===== src/rtl/multi_edge_detector.sv =====
// multi_edge_detector: multi-channel synchronised, debounced edge detector with per-channel edge mode and sticky pending flags
module multi_edge_detector #(
  parameter int CHANNELS       = 4,
  parameter int SYNC_STAGES    = 2,
  parameter int DEBOUNCE_TICKS = 4,
  parameter int TICK_DIV       = 1
) (
  input  logic                  clk,
  input  logic                  reset_n,
  input  logic [CHANNELS-1:0]   signal,
  input  logic [2*CHANNELS-1:0] mode,
  input  logic [CHANNELS-1:0]   clr,
  output logic [CHANNELS-1:0]   level,
  output logic [CHANNELS-1:0]   pulse,
  output logic [CHANNELS-1:0]   pending,
  output logic                  any_pulse
);
  localparam int PW = TICK_DIV > 1 ? $clog2(TICK_DIV) : 1;
  localparam int CW = DEBOUNCE_TICKS > 1 ? $clog2(DEBOUNCE_TICKS) : 1;
  localparam logic [PW-1:0] PRE_MAX = PW'(TICK_DIV - 1);
  localparam logic [CW-1:0] CNT_MAX = CW'(DEBOUNCE_TICKS - 1);
  logic [PW-1:0] r_pre;
  logic w_tick;
  logic [SYNC_STAGES-1:0][CHANNELS-1:0] r_sync;
  logic [CHANNELS-1:0] w_sync, r_stable, r_pulse, r_pending, w_accept, w_pulse_set;
  logic [CW-1:0] r_cnt [CHANNELS];
  assign w_tick    = r_pre == PRE_MAX;
  assign w_sync    = r_sync[SYNC_STAGES-1];
  assign level     = r_stable;
  assign pulse     = r_pulse;
  assign pending   = r_pending;
  assign any_pulse = |r_pulse;
  for (genvar i = 0; i < CHANNELS; i++) begin : g_ch
    assign w_accept[i]    = w_tick && (w_sync[i] != r_stable[i]) && (r_cnt[i] == CNT_MAX);
    assign w_pulse_set[i] = w_accept[i] && (w_sync[i] ? mode[2*i] : mode[2*i+1]);
  end
  // Sample-tick prescaler; with TICK_DIV=1 the counter sits at 0 and tick stays high
  always_ff @(posedge clk or negedge reset_n)
    if (!reset_n) r_pre <= '0;
    else r_pre <= w_tick ? '0 : r_pre + 1'b1;
  // Synchroniser shift chain, stage 0 captures the raw pins
  always_ff @(posedge clk or negedge reset_n)
    if (!reset_n) r_sync <= '0;
    else r_sync <= {r_sync[SYNC_STAGES-2:0], signal};
  // Debounce: a mismatch must persist for DEBOUNCE_TICKS ticks before the new level is accepted
  always_ff @(posedge clk or negedge reset_n)
    if (!reset_n) begin
      r_stable <= '0;
      for (int k = 0; k < CHANNELS; k++) r_cnt[k] <= '0;
    end else
      for (int k = 0; k < CHANNELS; k++)
        if (w_sync[k] == r_stable[k]) r_cnt[k] <= '0;
        else if (w_accept[k]) begin
          r_stable[k] <= w_sync[k];
          r_cnt[k]    <= '0;
        end else if (w_tick) r_cnt[k] <= r_cnt[k] + 1'b1;
  // Event pulse on accepted edges matching the mode; pending is sticky and a new event beats clr
  always_ff @(posedge clk or negedge reset_n)
    if (!reset_n) begin
      r_pulse   <= '0;
      r_pending <= '0;
    end else begin
      r_pulse   <= w_pulse_set;
      r_pending <= w_pulse_set | (r_pending & ~clr);
    end
endmodule


===== config.mk =====
export PLATFORM = sky130hd
export DESIGN_NAME = multi_edge_detector
export DESIGN_NICKNAME = d
export VERILOG_FILES = /design/src/rtl/multi_edge_detector.sv
export SDC_FILE = /design/constraint.sdc
export NUM_CORES = 1
export LEC_CHECK = 0
export CAP_MARGIN = 10
export CORE_ASPECT_RATIO = 1.5
export CORE_MARGIN = 10
export CORE_UTILIZATION = 30
export DETAILED_ROUTE_END_ITERATION = 16
export SYNTH_ARGS = -nofsm -noshare
export SYNTH_HDL_FRONTEND = slang
export SYNTH_SLANG_ARGS = --single-unit

===== constraint.sdc =====
create_clock -name clk -period 1.2 [get_ports clk]
set_clock_uncertainty 0.05 [all_clocks]
set_input_delay 0.24 -clock clk [delete_from_list [all_inputs] [get_ports clk]]
set_output_delay 0.24 -clock clk [all_outputs]
set_load 0.01 [all_outputs]

=== Word-level counts from Yosys, hierarchy flattened ===
Index checks and enable logic that the tools add are counted.

* Multiplexer cells: 17
* $add $sub $neg: 5
* Bitwise gates (word level): 8
* Reduce and logical (&&, ||, !) cells: 17
* Equality and inequality tests: 16

{| class="wikitable"
|+ Operators by type and width
! cell !! number
|-
| 2-to-1 mux 2 bit || 12
|-
| logical AND 1 bit || 12
|-
| != test 3 x 1 -> 1 bit, second input constant || 4
|-
| adder 2 x 1 -> 2 bit, second input constant || 4
|-
| equality test 2 bit, second input constant || 4
|-
| AND reduction 2 bit || 4
|-
| 2-to-1 mux 1 bit || 5
|-
| NOT 1 bit || 5
|-
| bitwise AND 4 bit || 1
|-
| equality test 1 bit || 4
|-
| != test 1 bit || 4
|-
| NOT 4 bit || 1
|-
| OR 4 bit || 1
|-
| OR reduction 4 bit || 1
|-
| adder 1 bit, second input constant || 1
|}

* Input bits: 18
* Logic and storage cells: 76
* Output and inout port bits: 13
* Register bits after elaboration: 29

=== Longest topological paths before layout ===
* Depth in word-level cells: 5
* Gate-level depth with buffers: 3
* Mapped depth without buffers: 3

=== Worst setup path before layout ===
No wires, ideal clock.

* Kind: reg2out
* Start: reg r_pulse[1], in the netlist pulse[1]
* End: out any_pulse
* Arrival time: 0.968 ns
* Buffers on the path: 0
* Cell stages (with the launch flop): 2
* Setup slack: -0.058 ns
* Data required time: 0.910 ns
* Cell sequence: dfrtp_1 -> or4_1

* Word-level cells in the longest chain between the ends: 1

{| class="wikitable"
|+ RTL lines
! what !! line !! RTL
|-
| start, declared || 25 || <nowiki>logic [CHANNELS-1:0] w_sync, r_stable, r_pulse, r_pending, w_accept, w_pulse_set;</nowiki>
|-
| start signal, assigned || 63 || <nowiki>r_pulse <= w_pulse_set;</nowiki>
|-
| OR reduction 4 bit || 32 || <nowiki>assign any_pulse = |r_pulse;</nowiki>
|-
| end, declared || 16 || <nowiki>output logic any_pulse</nowiki>
|}

Every way passes these cells.

=== Worst setup path after layout ===
* Start: reg r_pulse[0], in the netlist pulse[0]
* End: out any_pulse

Same word-level chain as after synthesis.

==> summary.md <==
| Metric | Value |
|---|---|
| Fin. Hold Viols | `0` |
| Worst Setup Path Type | `reg2out` |
| Core region area | `3190 sq um` |
| H-Tree Depth | `1` |
| Overflow after GRT | `0` |
| Clock tree sinks | `28` |
| Total chip power | `2.64 mW` |
| Max-cap violations | `0` |
| # DRC | `0` |
| TritonRoute pass-1 iters | `3` |
| Vias in the first global route | `744` |
| Root Buffer Master | `clkbuf_8` |
| Setup TNS | `-0.420 ns` |
| Io pins | `31` |
| WL per Instance | `13.0 um` |
| Gr usage total | `0.0653` |
| Diode count | `0` |
| Cell count after synthesis | `69` |
| Clock transition at the registers of the reported paths | `0.09 ns` |
| Buf+Inv Stages, Crit Path | `1` |
| Seq/Total Area, Yosys | `0.691` |
| Most frequent cell after synthesis | `dfrtp_1` |
| Grt met2 use | `0.102` |
| Outcome | `finished with violations` |
| Min-delay worst type | `in2async` |
| Most Used Layer, Global Route | `met2` |
| CP Depth | `2` |
| Final core utilization | `0.444` |
| Number of synthesized flops with an enable pin | `0` |
| Synth unique cells | `11` |
| DP Wirelength | `1530 um` |
| Antenna Nets Post-Route | `0` |
| Slew at the pin with the worst max-slew slack | `0.191 ns` |
| Die height | `91.2 um` |
| Drt total wl | `1920 um` |
| Max-slew violations | `0` |
| First-pass GRT wire length | `3240 um` |
| Async SR Flop Fraction | `1.00` |
| Row count | `25` |
| Area Overhead vs Synth | `39.9%` |
| Leak | `0.694 nW` |
| Final #Nets | `131` |
| Routability congestion estimate | `0.668` |
| Critical Path RT | `0.91 ns` |
| Vias per cell | `4.43` |
| Worst skew pair latency | `0.27 ns` |
| Share of layout cells above drive strength 1 | `0.241` |
| Pre-CTS worst setup slack | `-0.460 ns` |
| CTS tree | `done` |
| RSZ-0062 raised after global routing | `yes` |
| Crit path max-delay cell type | `or4_4` |
| Fmax | `0.626 GHz` |
| Antenna violations before repair | `0` |
| Chip width | `67.5 um` |
| Port bufs | `30` |
| Synth area leader | `dfrtp_1` |
| Mean Syn Cell Area | `14.7 sq um` |
| Crit path largest cell delay | `0.53 ns` |
| Family with the most delay on the worst path | `simple AND/OR/NAND/NOR gates` |
| Final period util | `1.33` |
| Initial Utilization | `0.318` |
| Most frequent cells after synthesis | `28 x dfrtp_1, 8 x nand4b_1` |
| #FFs+latches synth | `28` |
| Die area | `6150 sq um` |
| Startpoint Class | `flip-flop` |
| Largest net degree at the start of global routing | `29` |
| R2R depth | `2` |
| Critical Path, Cell by Cell | `or4_4 -> buf_6` |
| Synthesized area | `1010 sq um` |
| Main flop type after synthesis | `dfrtp_1` |
| Arr. time, crit path | `1.31 ns` |
| Crit path max fanout | `2` |
| Clock buffer count from CTS | `3` |
| Rel. slew slack | `0.871` |
| Synth top area cells | `dfrtp_1 69%, nand4b_1 6.9%, ha_1 4.9%` |
| GRT met3 Usage | `0.0258` |
| DR vias | `656` |
| Violations in the final reports | `setup timing` |
| Worst setup margin | `-0.398 ns` |
| Final setup vio count | `2` |
| Clock Tree Buf Depth | `2` |
| Max VDD drop | `1020 uV` |
| Met1 Use GR | `0.0724` |
| Total power divided by cell area | `1870 nW/um^2` |
| Final min period | `1.60 ns` |
| Syn. warnings | `0` |
| CP endpoint kind | `primary output` |
| Share of the synthesized area in the top cell type | `0.691` |
| Synthesized Nets | `91` |
| First DRT Iteration DRCs | `11` |
-- per-stage QoR --
step / cells / hold WS, ns / area (sq um)
6_report: 148 / 0.277 / 1420
5_1_grt: 148 / 0.282 / 1420
4_1_cts: 148 / 0.285 / 1480
3_5_place_dp: 143 / 0.288 / 1410
3_3_place_gp: 143 / 0.284 / 1410
2_1_floorplan: 69 / -0.106 / 1020
-- final cells by class --
class	count	area, sq um
sequential	28	701
fill	325	1770
tap	40	50.0
clock buffer	4	55.1
multi-input combinational	41	317
timing repair buffer	35	295
-- metal layers --
metal / routed length (um) / vias to the layer above
li1: - / 321
met1: 806 / 309
met2: 905 / 22
met3: 170 / 4
met4: 34 / 0
met5: 0 / -
-- kinds of logic (layout without fill, tap and decap cells) --
logic type / count (synthesis) / count (layout) / synth area share
buf+inv: 0 / 39 / 0
xor+xnor: 4 / 4 / 0.0346
mux: 4 / 4 / 0.0444
fa+ha+maj: 4 / 4 / 0.0494
simple gates: 29 / 29 / 0.180
flops: 28 / 28 / 0.691
-- final timing paths --
check / start / to / slack (ns)
setup / recovery: pulse[0]$_DFF_PN0_ / any_pulse / -0.40
hold / removal: reset_n / level[2]$_DFFE_PN0P_ / 0.28
setup reg to reg: r_cnt[0]$_DFF_PN0_ / level[3]$_DFFE_PN0P_ / 0.10
hold reg to reg: r_sync[2]$_DFF_PN0_ / w_sync[2]$_DFF_PN0_ / 0.30
max in group asynchronous: reset_n / r_cnt[2]$_DFF_PN0_ / 0.67
min in group clk: r_sync[2]$_DFF_PN0_ / w_sync[2]$_DFF_PN0_ / 0.30
-- placed cells by master (no fill, tap or decap) --
cell type / n
nor2b_1: 4
clkbuf_8: 4
buf_12: 1
buf_6: 1
nand2b_1: 4
nand3_1: 4
xnor2_1: 4
mux2_2: 4
nand4b_1: 8
nand2_1: 4
dfrtp_1: 28
ha_1: 4
or4_4: 1
buf_4: 4
nor3_1: 4
dlygate4sd2_1: 1
clkbuf_2: 8
buf_2: 3
clkdlybuf4s50_1: 17
-- state kept, by name, indices dropped and copies added (netlist names) --
register,count
r_cnt,8
level,4
pending,4
pulse,4
r_sync,4
w_sync,4
-- power by group --
| group | internal [mW] | switching, mW | leakage [nW] |
|---|---|---|---|
| combinational | 0.472 | 0.346 | 0.310 |
| sequential | 1.16 | 0.103 | 0.355 |
| clock | 0.293 | 0.272 | 0.0288 |
-- worst reg2reg max path: cells and delay by family, from the launching register on --
family,cells,cell delay (ns)
flops,1,0.37
fa+ha+maj,1,0.23
mux,1,0.35
-- timing repair --
action	in CTS	in global routing
resized for setup	30	12
pin swaps	0	1
setup buffers	1	0
endpoints found under the setup margin	13	13
hold buffers	0	0
No activity file was read; power rests on OpenSTA's default activity.
